$ cat config.mk
export PLATFORM = sky130hd
export DESIGN_NAME = button_debounce
export DESIGN_NICKNAME = d
export VERILOG_FILES = /design/src/rtl/button_debounce.sv
export SDC_FILE = /design/constraint.sdc
export NUM_CORES = 1
export LEC_CHECK = 0
export ABC_AREA = 1
export CAP_MARGIN = 10
export CELL_PAD_IN_SITES_DETAIL_PLACEMENT = 1
export CELL_PAD_IN_SITES_GLOBAL_PLACEMENT = 1
export CORE_MARGIN = 3
export CORE_UTILIZATION = 49
export CTS_BUF_LIST = sky130_fd_sc_hd__clkbuf_8
export CTS_CLUSTER_DIAMETER = 80
export DETAILED_ROUTE_END_ITERATION = 8
export GPL_TIMING_DRIVEN = 0
export PLACE_DENSITY_LB_ADDON = 0.12
export SLEW_MARGIN = 20
export SYNTH_ARGS = -nofsm -noshare
export SYNTH_HDL_FRONTEND = slang
export SYNTH_SLANG_ARGS = --single-unit
export TNS_END_PERCENT = 100
$ cat constraint.sdc
create_clock -name clk -period 3.46 [get_ports clk]
set_input_delay 0.692 -clock clk [delete_from_list [all_inputs] [get_ports clk]]
set_output_delay 0.692 -clock clk [all_outputs]
set_load 0.005 [all_outputs]
$ cat src/rtl/button_debounce.sv
// Push-button debouncer: 2-flop synchronizer, free-running sample prescaler and a
// four-state stability FSM producing a registered level plus rise/fall pulses.
// Optional auto-repeat while held is enabled by defining DEBOUNCE_REPEAT_EN;
// without it rep is tied low and no repeat counter exists.
module button_debounce #(
   parameter int unsigned SAMPLE_DIV   = 1000,
   parameter int unsigned STABLE_TICKS = 8,
   parameter int unsigned REPEAT_DELAY = 500,
   parameter int unsigned REPEAT_RATE  = 100
) (
   input  logic clk,
   input  logic rst,
   input  logic btn_in,
   output logic level,
   output logic rise,
   output logic fall,
   output logic rep
);

   typedef enum logic [1:0] {
      StLow      = 2'd0,
      StWaitHigh = 2'd1,
      StHigh     = 2'd2,
      StWaitLow  = 2'd3
   } state_e;

   localparam logic [15:0] DIV_LAST = 16'(SAMPLE_DIV - 1);
   localparam logic [7:0]  STABLE_N = 8'(STABLE_TICKS);

   // Elaboration-time range checks on the configuration.
   if (SAMPLE_DIV < 2 || SAMPLE_DIV > 65535) begin : g_bad_sample_div
      $error("SAMPLE_DIV must lie in 2..65535");
   end
   if (STABLE_TICKS < 1 || STABLE_TICKS > 255) begin : g_bad_stable_ticks
      $error("STABLE_TICKS must lie in 1..255");
   end
   if (REPEAT_DELAY < 1 || REPEAT_DELAY > 65535) begin : g_bad_repeat_delay
      $error("REPEAT_DELAY must lie in 1..65535");
   end
   if (REPEAT_RATE < 1 || REPEAT_RATE > 65535) begin : g_bad_repeat_rate
      $error("REPEAT_RATE must lie in 1..65535");
   end

   state_e      state;
   logic        sync1;
   logic        btn_s;
   logic [15:0] presc;
   logic        tick;
   logic [7:0]  stable_cnt;
   logic [7:0]  cnt_inc;

   assign tick    = (presc == DIV_LAST);
   // Saturating increment so the stable counter can never wrap.
   assign cnt_inc = (stable_cnt == 8'hFF) ? stable_cnt : stable_cnt + 8'd1;

   // Two-flop synchronizer; btn_s is the only consumer-visible copy of btn_in.
   always_ff @(posedge clk or posedge rst) begin
      if (rst) begin
         sync1 <= 1'b0;
         btn_s <= 1'b0;
      end else begin
         sync1 <= btn_in;
         btn_s <= sync1;
      end
   end

   // Free-running prescaler, independent of FSM state.
   always_ff @(posedge clk or posedge rst) begin
      if (rst) begin
         presc <= 16'd0;
      end else if (tick) begin
         presc <= 16'd0;
      end else begin
         presc <= presc + 16'd1;
      end
   end

   // Stability FSM with registered level and single-cycle edge pulses.
   always_ff @(posedge clk or posedge rst) begin
      if (rst) begin
         state      <= StLow;
         stable_cnt <= 8'd0;
         level      <= 1'b0;
         rise       <= 1'b0;
         fall       <= 1'b0;
      end else begin
         rise <= 1'b0;
         fall <= 1'b0;
         if (tick) begin
            case (state)
               StLow: begin
                  if (btn_s) begin
                     if (STABLE_N <= 8'd1) begin
                        state      <= StHigh;
                        stable_cnt <= 8'd0;
                        level      <= 1'b1;
                        rise       <= 1'b1;
                     end else begin
                        state      <= StWaitHigh;
                        stable_cnt <= 8'd1;
                     end
                  end
               end
               StWaitHigh: begin
                  if (!btn_s) begin
                     state      <= StLow;
                     stable_cnt <= 8'd0;
                  end else if (cnt_inc >= STABLE_N) begin
                     state      <= StHigh;
                     stable_cnt <= 8'd0;
                     level      <= 1'b1;
                     rise       <= 1'b1;
                  end else begin
                     stable_cnt <= cnt_inc;
                  end
               end
               StHigh: begin
                  if (!btn_s) begin
                     if (STABLE_N <= 8'd1) begin
                        state      <= StLow;
                        stable_cnt <= 8'd0;
                        level      <= 1'b0;
                        fall       <= 1'b1;
                     end else begin
                        state      <= StWaitLow;
                        stable_cnt <= 8'd1;
                     end
                  end
               end
               StWaitLow: begin
                  if (btn_s) begin
                     state      <= StHigh;
                     stable_cnt <= 8'd0;
                  end else if (cnt_inc >= STABLE_N) begin
                     state      <= StLow;
                     stable_cnt <= 8'd0;
                     level      <= 1'b0;
                     fall       <= 1'b1;
                  end else begin
                     stable_cnt <= cnt_inc;
                  end
               end
               default: begin
                  state      <= StLow;
                  stable_cnt <= 8'd0;
               end
            endcase
         end
      end
   end

`ifdef DEBOUNCE_REPEAT_EN
   localparam logic [15:0] DELAY_N = 16'(REPEAT_DELAY);
   localparam logic [15:0] RATE_N  = 16'(REPEAT_RATE);

   logic [15:0] rep_cnt;
   logic [15:0] rep_next;
   logic        rep_armed;
   logic        rep_q;

   assign rep_next = rep_cnt + 16'd1;
   assign rep      = rep_q;

   // Repeat timer: counts held ticks in HIGH, first pulse after DELAY, then every RATE.
   // The tick that sees the button released is not counted.
   always_ff @(posedge clk or posedge rst) begin
      if (rst) begin
         rep_cnt   <= 16'd0;
         rep_armed <= 1'b0;
         rep_q     <= 1'b0;
      end else begin
         rep_q <= 1'b0;
         if (state != StHigh) begin
            rep_cnt   <= 16'd0;
            rep_armed <= 1'b0;
         end else if (tick && btn_s) begin
            if (!rep_armed && rep_next >= DELAY_N) begin
               rep_q     <= 1'b1;
               rep_cnt   <= 16'd0;
               rep_armed <= 1'b1;
            end else if (rep_armed && rep_next >= RATE_N) begin
               rep_q   <= 1'b1;
               rep_cnt <= 16'd0;
            end else begin
               rep_cnt <= rep_next;
            end
         end
      end
   end
`else
   assign rep = 1'b0;
`endif

endmodule

== After elaboration in Yosys (flattened, before gate mapping) ==
Cells that the tools add are included.

* Flip-flop bits (word level): 31
* Input port bits: 3
* Output and inout port bits: 4
* Logic and storage cells: 56

* $add $sub $neg: 2
* $lt $le $gt $ge: 1
* Equality and inequality tests: 13
* Multiplexer cells: 27
* Reductions and logical operators: 5

{| class="wikitable"
|+ Operators by type and width
! operator !! count
|-
| two-way mux 8 bit || 6
|-
| case mux 8 bit (4 select lines) || 1
|-
| adder 16 x 1 -> 16 bit (second input constant) || 1
|-
| equality test 16 x 10 -> 1 bit (second input constant) || 1
|-
| two-way mux 16 bit || 1
|-
| two-way mux 2 bit || 6
|-
| inequality test 2 bit (second input constant) || 6
|-
| two-way mux 1 bit || 11
|-
| adder 8 x 1 -> 8 bit (second input constant) || 1
|-
| equality test 8 bit (second input constant) || 1
|-
| greater-or-equal comparator 8 x 4 -> 1 bit (second input constant) || 1
|-
| case mux 2 bit (4 select lines) || 1
|-
| inequality test 3 bit (second input constant) || 2
|-
| AND reduction 6 bit || 1
|-
| AND reduction 5 bit || 1
|-
| equality test 2 bit (second input constant) || 2
|-
| AND reduction 3 bit || 1
|-
| equality test 2 x 1 -> 1 bit (second input constant) || 1
|-
| zero test 2 bit || 1
|-
| case mux 1 bit (2 select lines) || 1
|-
| nonzero test 2 bit || 1
|}

== Logic depth before layout (Yosys ltp) ==
Gate-level depths: netlist (run 1).

* Word-level depth: 7
* Depth in mapped cells: 9
* Depth with buffers taken out: 9

== Worst setup path after synthesis (run 1) ==
Ideal clock, no wire load.

* Kind: register to register
* Start: register presc[0]
* End: register (tool-made name)
* Library setup time: 0.123 ns
* Arrival time: 1.276 ns
* Required time: 3.337 ns
* Path slack: 2.061 ns
* Stages on the path, launching flop included: 9
* Buffers on the path: 0
* Period minus slack after synthesis: 1.399 ns
* Cells stage by stage: dfrtp_1 ha_1 nand2_2 nor2_2 nand2_1 nor2_4 nand2_2 o21ai_0 nand2_1

{| class="wikitable"
|+ RTL lines
! what !! line !! source
|-
| start, declared || 47 || <nowiki>logic [15:0] presc;</nowiki>
|-
| start signal, assigned || 74 || <nowiki>presc <= presc + 16'd1;</nowiki>
|}

== Worst setup path in the final report (run 1) ==
* Start: register level
* End: output port level

{| class="wikitable"
|+ RTL lines
! what !! line !! source
|-
| start, declared || 14 || <nowiki>output logic level,</nowiki>
|-
| start signal, assigned || 83 || <nowiki>level <= 1'b0;</nowiki>
|-
| start signal, assigned || 96 || <nowiki>level <= 1'b1;</nowiki>
|-
| start signal, assigned || 111 || <nowiki>level <= 1'b1;</nowiki>
|}

No word-level cell between the ends.

==> results of run 1 <==
-- cell type report --
type	instances	area (um^2)	share of cell area, %
inverters	39	146	8.01
clock buffers	7	96.3	5.27
plain buffers	1	7.51	0.411
repair buffers	5	50.0	2.74
flip-flops and latches	31	776	42.4
multi-input cells	145	693	37.9
clock inverters	1	3.75	0.205
well taps	44	55.1	3.01
-- cells by family (layout without fill, tap and decap cells) --
kind of cell               count (synthesis)  count (layout)  share of synthesized area [%]
DFF                                       31              31                           47.8
adders and majority gates                  2               2                           1.54
xor gates and xnor gates                   6               6                           3.24
buffers and inverters                     40              53                           9.48
AOI/OAI and AO/OA                         18              18                           5.94
other                                      1               1                          0.231
and+or+nand+nor                          118             118                           31.8
-- worst reg2reg max path, cell delays in order (launching register included) --
cell and delay, ps:
dfrtp_1 430, ha_1 220, inv_1 90, nand2_1 70, o21ai_0 270, nand3_1 160, inv_1 150, nand2_1 70
o21ai_0 150
-- per-layer routing --
layer,wire length (um),up-vias
met4,79,0
li1,-,689
met3,121,9
met5,0,-
met1,1610,691
met2,2090,14
-- worst max path at each step --
| stage | startpoint | to | cells past startpoint | slack [ps] |
|---|---|---|---|---|
| after global placement | rst | stable_cnt[6]$_DFFE_PP0P_ | 2 | 1390 |
| after global routing | level$_DFFE_PP0P_ | level | 1 | 1560 |
| after detailed placement | presc[0]$_DFF_PP0_ | presc[14]$_DFF_PP0_ | 7 | 1790 |
| after CTS | level$_DFFE_PP0P_ | level | 1 | 1570 |
| final | level$_DFFE_PP0P_ | level | 1 | 1560 |
| after floorplan | presc[0]$_DFF_PP0_ | register | 8 | 2060 |
-- power by group through the flow --
stage          clock, uW  combinational (uW)  sequential (uW)
4_1_cts              319                13.3              364
5_1_grt              335                15.1              364
3_3_place_gp           0                12.5              371
2_1_floorplan          0                8.25              371
3_5_place_dp           0                13.2              371
6_report             313                12.7              364
-- flip-flops by register name, indices dropped and copies added, names as in the netlist, named ones only --
register	flops
sync1	1
btn_s	1
fall	1
rise	1
state	1
presc	16
level	1
stable_cnt	8
-- stage by stage --
stage | util (%) | std cells | setup slack, ps | power, uW | hold slack, ps
floorplan | - | 216 | 2060 | 379 | 331
global placement | 55.7 | 265 | 1390 | 384 | 338
detailed placement | 55.7 | 265 | 1790 | 384 | 337
CTS | 58.9 | 273 | 1570 | 696 | 363
global route | 58.9 | 273 | 1560 | 715 | 370
finish | 58.9 | 273 | 1560 | 690 | 355
-- cells in the final DEF, fill, tap and decap left out, types with 2 or more instances in the layout --
| master | Yosys | layout |
|---|---|---|
| o21ai_0 | 8 | 8 |
| clkbuf_8 | 0 | 7 |
| clkdlybuf4s50_1 | 0 | 5 |
| nand2_2 | 3 | 3 |
| nor2_1 | 24 | 24 |
| ha_1 | 2 | 2 |
| inv_2 | 1 | 2 |
| nand2_1 | 59 | 59 |
| xor2_1 | 6 | 6 |
| dfrtp_1 | 31 | 31 |
| nand3_1 | 9 | 9 |
| nand4_1 | 5 | 5 |
| inv_1 | 38 | 38 |
| nor2_4 | 2 | 2 |
| nor3_1 | 12 | 12 |
| nor2_2 | 3 | 3 |
| a21oi_1 | 7 | 7 |
==> impl_metrics.csv, run 1 <==
group,metric,value,unit
detailed_routing,vias,1403,
synthesis,syn_nets,221,
critical_path,r2r_setup_slack,1780,ps
cells_and_area,drive_gt1_share,7.86,%
hold_path,holdPathStages,0,
die,die_w,63.6,um
sta,tightestPinTransition,639,ps
synthesis,synth_edf_count,0,
critical_path,cpMaxStageDelayCell,"clkdlybuf4s50_1",
run_status,status,"completed",
power_and_ir_drop,power_leakage,0.000965,uW
global_routing,busiest_layer,"met2",
clock_network,htreeDepth,2,
critical_path,critPathKind,"register to output pin",
sta,maxSlewViolCount,0,
detailed_routing,drcViolationCount,0,
synthesis,synth_cells,216,
global_routing,grt_pass1_wl,7160,um
power_and_ir_drop,power.share.sequential,52.8,%
sta,hold_viol_final,0,
power_and_ir_drop,p_per_area,378,nW/um^2
hold_path,hold_class,"register to register",
cells_and_area,nets,233,
cells_and_area,area_growth,12.6,%
sta,max_slew_margin,57.4,%
synthesis,synthTopCellsByCount,"nand2_1, inv_1, dfrtp_1",
detailed_routing,drt_wl_total,3910,um
place,dpl-instance-area,1730,um^2
global_routing,grt_pass1_vias,1580,
clock_network,cts-root-buf,"clkbuf_8",
synthesis,yosysSeqAreaShare,47.8,%
detailed_routing,drt_first_pass_iters,4,
synthesis,synthTopCellsByArea,"dfrtp_1, nand2_1, inv_1",
critical_path,crit_buf_inv,1,
cells_and_area,antenna_cells,0,
clock_network,clk_latency,290,ps
global_routing,grt_use_met1,26.1,%
global_routing,grt.overflow.total,0,
synthesis,ys_seq_elements,31,
power_and_ir_drop,p_sw_share,21.0,%
synthesis,synth_top_area_share,47.8,%
clock_network,clock_sinks,31,
die,start_util,52.3,%
clock_network,cts_buffer_depth,2,
critical_path,r2r_cells,8,
run,cap_viol_max_count,0,
hold_path,holdPathEnd,"btn_s$_DFF_PP0_",
sta,fin_worst_skew,5.82,ps
detailed_routing,drt_iter0_markers,63,
sta,finalSetupViolCount,0,
sta,period_minus_slack,1900,ps
synthesis,synth.largest_area_cell,"dfrtp_1",
synthesis,ys_types,21,
critical_path,worst_setup_path_end_kind,"output pin",
clock_network,post-cts-setup-buffers,0,
detailed_routing,wl_per_cell,14.3,um
die,fp.dieH,63.6,um
critical_path,crit_path_max_fanout,2,
power_and_ir_drop,p_comb_share,1.8,%
clock_network,numCtsBuffers,5,
synthesis,avgSynthCellArea,7.51,um^2
global_routing,grt_max_degree,32,
die,die_area,4040,um^2
clock_network,cts_tree,"done",
sta,setup_tns,0,ps
critical_path,slowest_delay,540,ps
die,rows,20,
global_routing,grt_util_met3,5.35,%
synthesis,synthFlopType,"dfrtp_1",
die,ioPinCount,7,
cells_and_area,final_cell_area,1830,um^2
cells_and_area,fillers,416,
detailed_routing,via_per_inst,5.14,
hold_path,hold_path.startpoint,"sync1$_DFF_PP0_",
clock_network,cts_resized,0,
place,gp_congestion,0.829,
clock_network,cts_hold_buf,0,
sta,rsz0062_at_grt,"false",
clock_network,clk_pin_slew,60,ps
place,hpwl,2840,um
sta,fmaxAchievable,527,MHz
synthesis,synth_area,1620,um^2
critical_path,arrival,1200,ps
global_routing,grtUsageTotal,22.7,%
global_routing,antenna_found_initial,0,
place,portBuffers,5,
synthesis,synth_warnings,0,
critical_path,cp-start-kind,"register",
critical_path,crit_family,"buffers and inverters",
critical_path,crit_chain,"clkdlybuf4s50_1",
critical_path,r2r_end,"stable_cnt[1]$_DFFE_PP0P_",
synthesis,async_flop_share,100,%
power_and_ir_drop,power_switching,145,uW
synthesis,synth.most_common_cell,"nand2_1",
power_and_ir_drop,peakVddDrop,0.000246,V
die,core,3100,um^2
global_routing,grtUsageMet2,40.5,%
critical_path,cp_data_required_time,2770,ps
sta,period_share,54.8,%
critical_path,rr_startpoint,"stable_cnt[0]$_DFFE_PP0P_",
power_and_ir_drop,p_clk_share,45.4,%
detailed_routing,ant_nets,0,
power_and_ir_drop,p_int,545,uW
Power figures use the tool's default switching activity.
==> inputs of run 2 (changes only) <==
--- a/config.mk
+++ b/config.mk
@@ -10,7 +10,7 @@
 export CELL_PAD_IN_SITES_DETAIL_PLACEMENT = 1
 export CELL_PAD_IN_SITES_GLOBAL_PLACEMENT = 1
 export CORE_MARGIN = 3
-export CORE_UTILIZATION = 49
+export CORE_UTILIZATION = 41
 export CTS_BUF_LIST = sky130_fd_sc_hd__clkbuf_8
 export CTS_CLUSTER_DIAMETER = 80
 export DETAILED_ROUTE_END_ITERATION = 8
==> constraint.sdc (replaced) <==
create_clock -name clk -period 1.55 [get_ports clk]
set_input_delay 0.31 -clock clk [delete_from_list [all_inputs] [get_ports clk]]
set_output_delay 0.31 -clock clk [all_outputs]
set_load 0.005 [all_outputs]
==> impl_metrics.csv, run 2 (synthesis results as in run 1) <==
group,metric,value,unit
clock_network,clock_sinks,31,
sta,period_share,96.5,%
clock_network,cts-root-buf,"clkbuf_8",
critical_path,worstSetupStartpoint,"presc[10]$_DFF_PP0_",
sta,fmaxAchievable,669,MHz
clock_network,htreeDepth,2,
cells_and_area,largest_register,"presc",
die,die_area,4750,um^2
clock_network,clk_pin_slew,60,ps
global_routing,grt_pass1_vias,1474,
global_routing,grt_max_degree,32,
clock_network,numCtsBuffers,5,
sta,finalSetupViolCount,0,
sta,setup_ws,55.0,ps
detailed_routing,drt_first_pass_iters,4,
sta,period_minus_slack,1500,ps
sta,hold_viol_final,0,
sta,fin_worst_skew,6.32,ps
cells_and_area,reg_top3,"presc x16, stable_cnt x8",
critical_path,rr_startpoint,"presc[10]$_DFF_PP0_",
place,portBuffers,5,
critical_path,arrival,1670,ps
run,cap_viol_max_count,0,
cells_and_area,drive_gt1_share,17.4,%
power_and_ir_drop,p_per_area,727,nW/um^2
place,hpwl,2850,um
detailed_routing,maxUsedRoutingLayer,"met4",
clock_network,cts_tree,"done",
global_routing,grtUsageTotal,18.8,%
cells_and_area,final_cell_area,1950,um^2
sta,whs,358,ps
die,fp.dieH,68.9,um
detailed_routing,drt_iter0_markers,60,
detailed_routing,via_per_inst,5.07,
place,dpl-instance-area,1730,um^2
power_and_ir_drop,peakVddDrop,0.000586,V
sta,tightestPinTransition,649,ps
cells_and_area,final_cell_mix,"nand2_1, inv_1, dfrtp_1, nor2_1, nor3_1",
detailed_routing,wl_per_cell,14.4,um
run_status,status,"completed",
die,start_util,43.3,%
detailed_routing,wl_met3,114,um
place,place_ws,-129,ps
sta,setup_tns,0,ps
global_routing,grt.overflow.total,0,
critical_path,cp-start-kind,"register",
cells_and_area,fillers,481,
critical_path,critPathKind,"register to register",
critical_path,cp_data_required_time,1720,ps
sta,rsz0062_at_grt,"true",
die,ioPinCount,7,
cells_and_area,nets,242,
sta,max_slew_margin,56.6,%
clock_network,clk_latency,280,ps
clock_network,cts_buffer_depth,2,
global_routing,grt_pass1_wl,6400,um
clock_network,cts_hold_buf,0,
global_routing,antenna_found_initial,0,
cells_and_area,area_growth,19.9,%
die,die_w,68.9,um
cells_and_area,final_common_cell,"nand2_1",
cells_and_area,antenna_cells,0,
detailed_routing,wirelength_met1,1740,um
detailed_routing,vias,1440,
detailed_routing,met2_length,2080,um
hold_path,hold_path.startpoint,"sync1$_DFF_PP0_",
critical_path,worst_setup_path_end_kind,"register",
cells_and_area,largest_register_ffs,16,
detailed_routing,drcViolationCount,0,
critical_path,crit_path_max_fanout,8,
detailed_routing,drt_wl_total,4080,um
die,rows,22,
hold_path,hold_class,"register to register",
power_and_ir_drop,power_leakage,0.00103,uW
detailed_routing,ant_nets,0,
place,gp_congestion,0.898,
cells_and_area,fin_util,52.0,%
die,core,3740,um^2
sta,maxSlewViolCount,0,
[run 2: changes by cell type in the layout (fill, tap and decap cells not counted), sizes merged]
cell / delta
clkbuf: -2
buf: +9
[run 2: through the flow]
stage | power [uW] | cells
after detailed placement | 858 | 269
after global routing | 1490 | 284
after global placement | 857 | 269
after CTS | 1440 | 278
after floorplan | 846 | 216
final | 1420 | 284
[run 2: metal layers]
| metal | track usage [%] | up-vias |
|---|---|---|
| met2 | 31.9 | 23 |
| met5 | 0 | - |
| met1 | 20.6 | 695 |
| met4 | 10.7 | 0 |
| li1 | - | 706 |
| met3 | 5.83 | 16 |
[run 2: where the power goes]
part | internal [uW] | total, uW | switching, uW
Combinational | 7.35 | 28.9 | 21.6
Clock | 292 | 573 | 281
Sequential | 812 | 814 | 1.82
Total | 1110 | 1420 | 304
[run 2: critical path, stage by stage (launching register included)]
cell and delay [ps]:
dfrtp_1 440, nor3_1 290, nand2_1 170, nor2_4 220
nand2_4 100, nor2_1 110, nor2_1 50
[run 2: worst paths after layout]
check                      cells after the start  slack [ps]                   endpoint
min reg2reg                                    0         360            btn_s$_DFF_PP0_
min                                            0         360            btn_s$_DFF_PP0_
max in group asynchronous                      2         680            sync1$_DFF_PP0_
max reg2reg                                    6          50  stable_cnt[2]$_DFFE_PP0P_
max                                            6          50  stable_cnt[2]$_DFFE_PP0P_
min in group asynchronous                      2         440         presc[3]$_DFF_PP0_
[run 2: cell type report]
| cell class | instances | area, um^2 | share of cell area (%) |
|---|---|---|---|
| Multi-Input combinational cell | 145 | 763 | 39.2 |
| Tap cell | 48 | 60.1 | 3.09 |
| Sequential cell | 31 | 776 | 39.9 |
| Clock buffer | 5 | 68.8 | 3.54 |
| Clock inverter | 1 | 3.75 | 0.193 |
| Buffer | 1 | 7.51 | 0.386 |
| Timing Repair Buffer | 14 | 118 | 6.05 |
| Inverter | 39 | 149 | 7.65 |
[run 2: repair_timing]
action | CTS | global route
cloned | 0 | 0
resized for setup | 4 | 22
setup endpoints to repair | 14 | 13
pin swaps | 2 | 8
setup buffers | 3 | 6
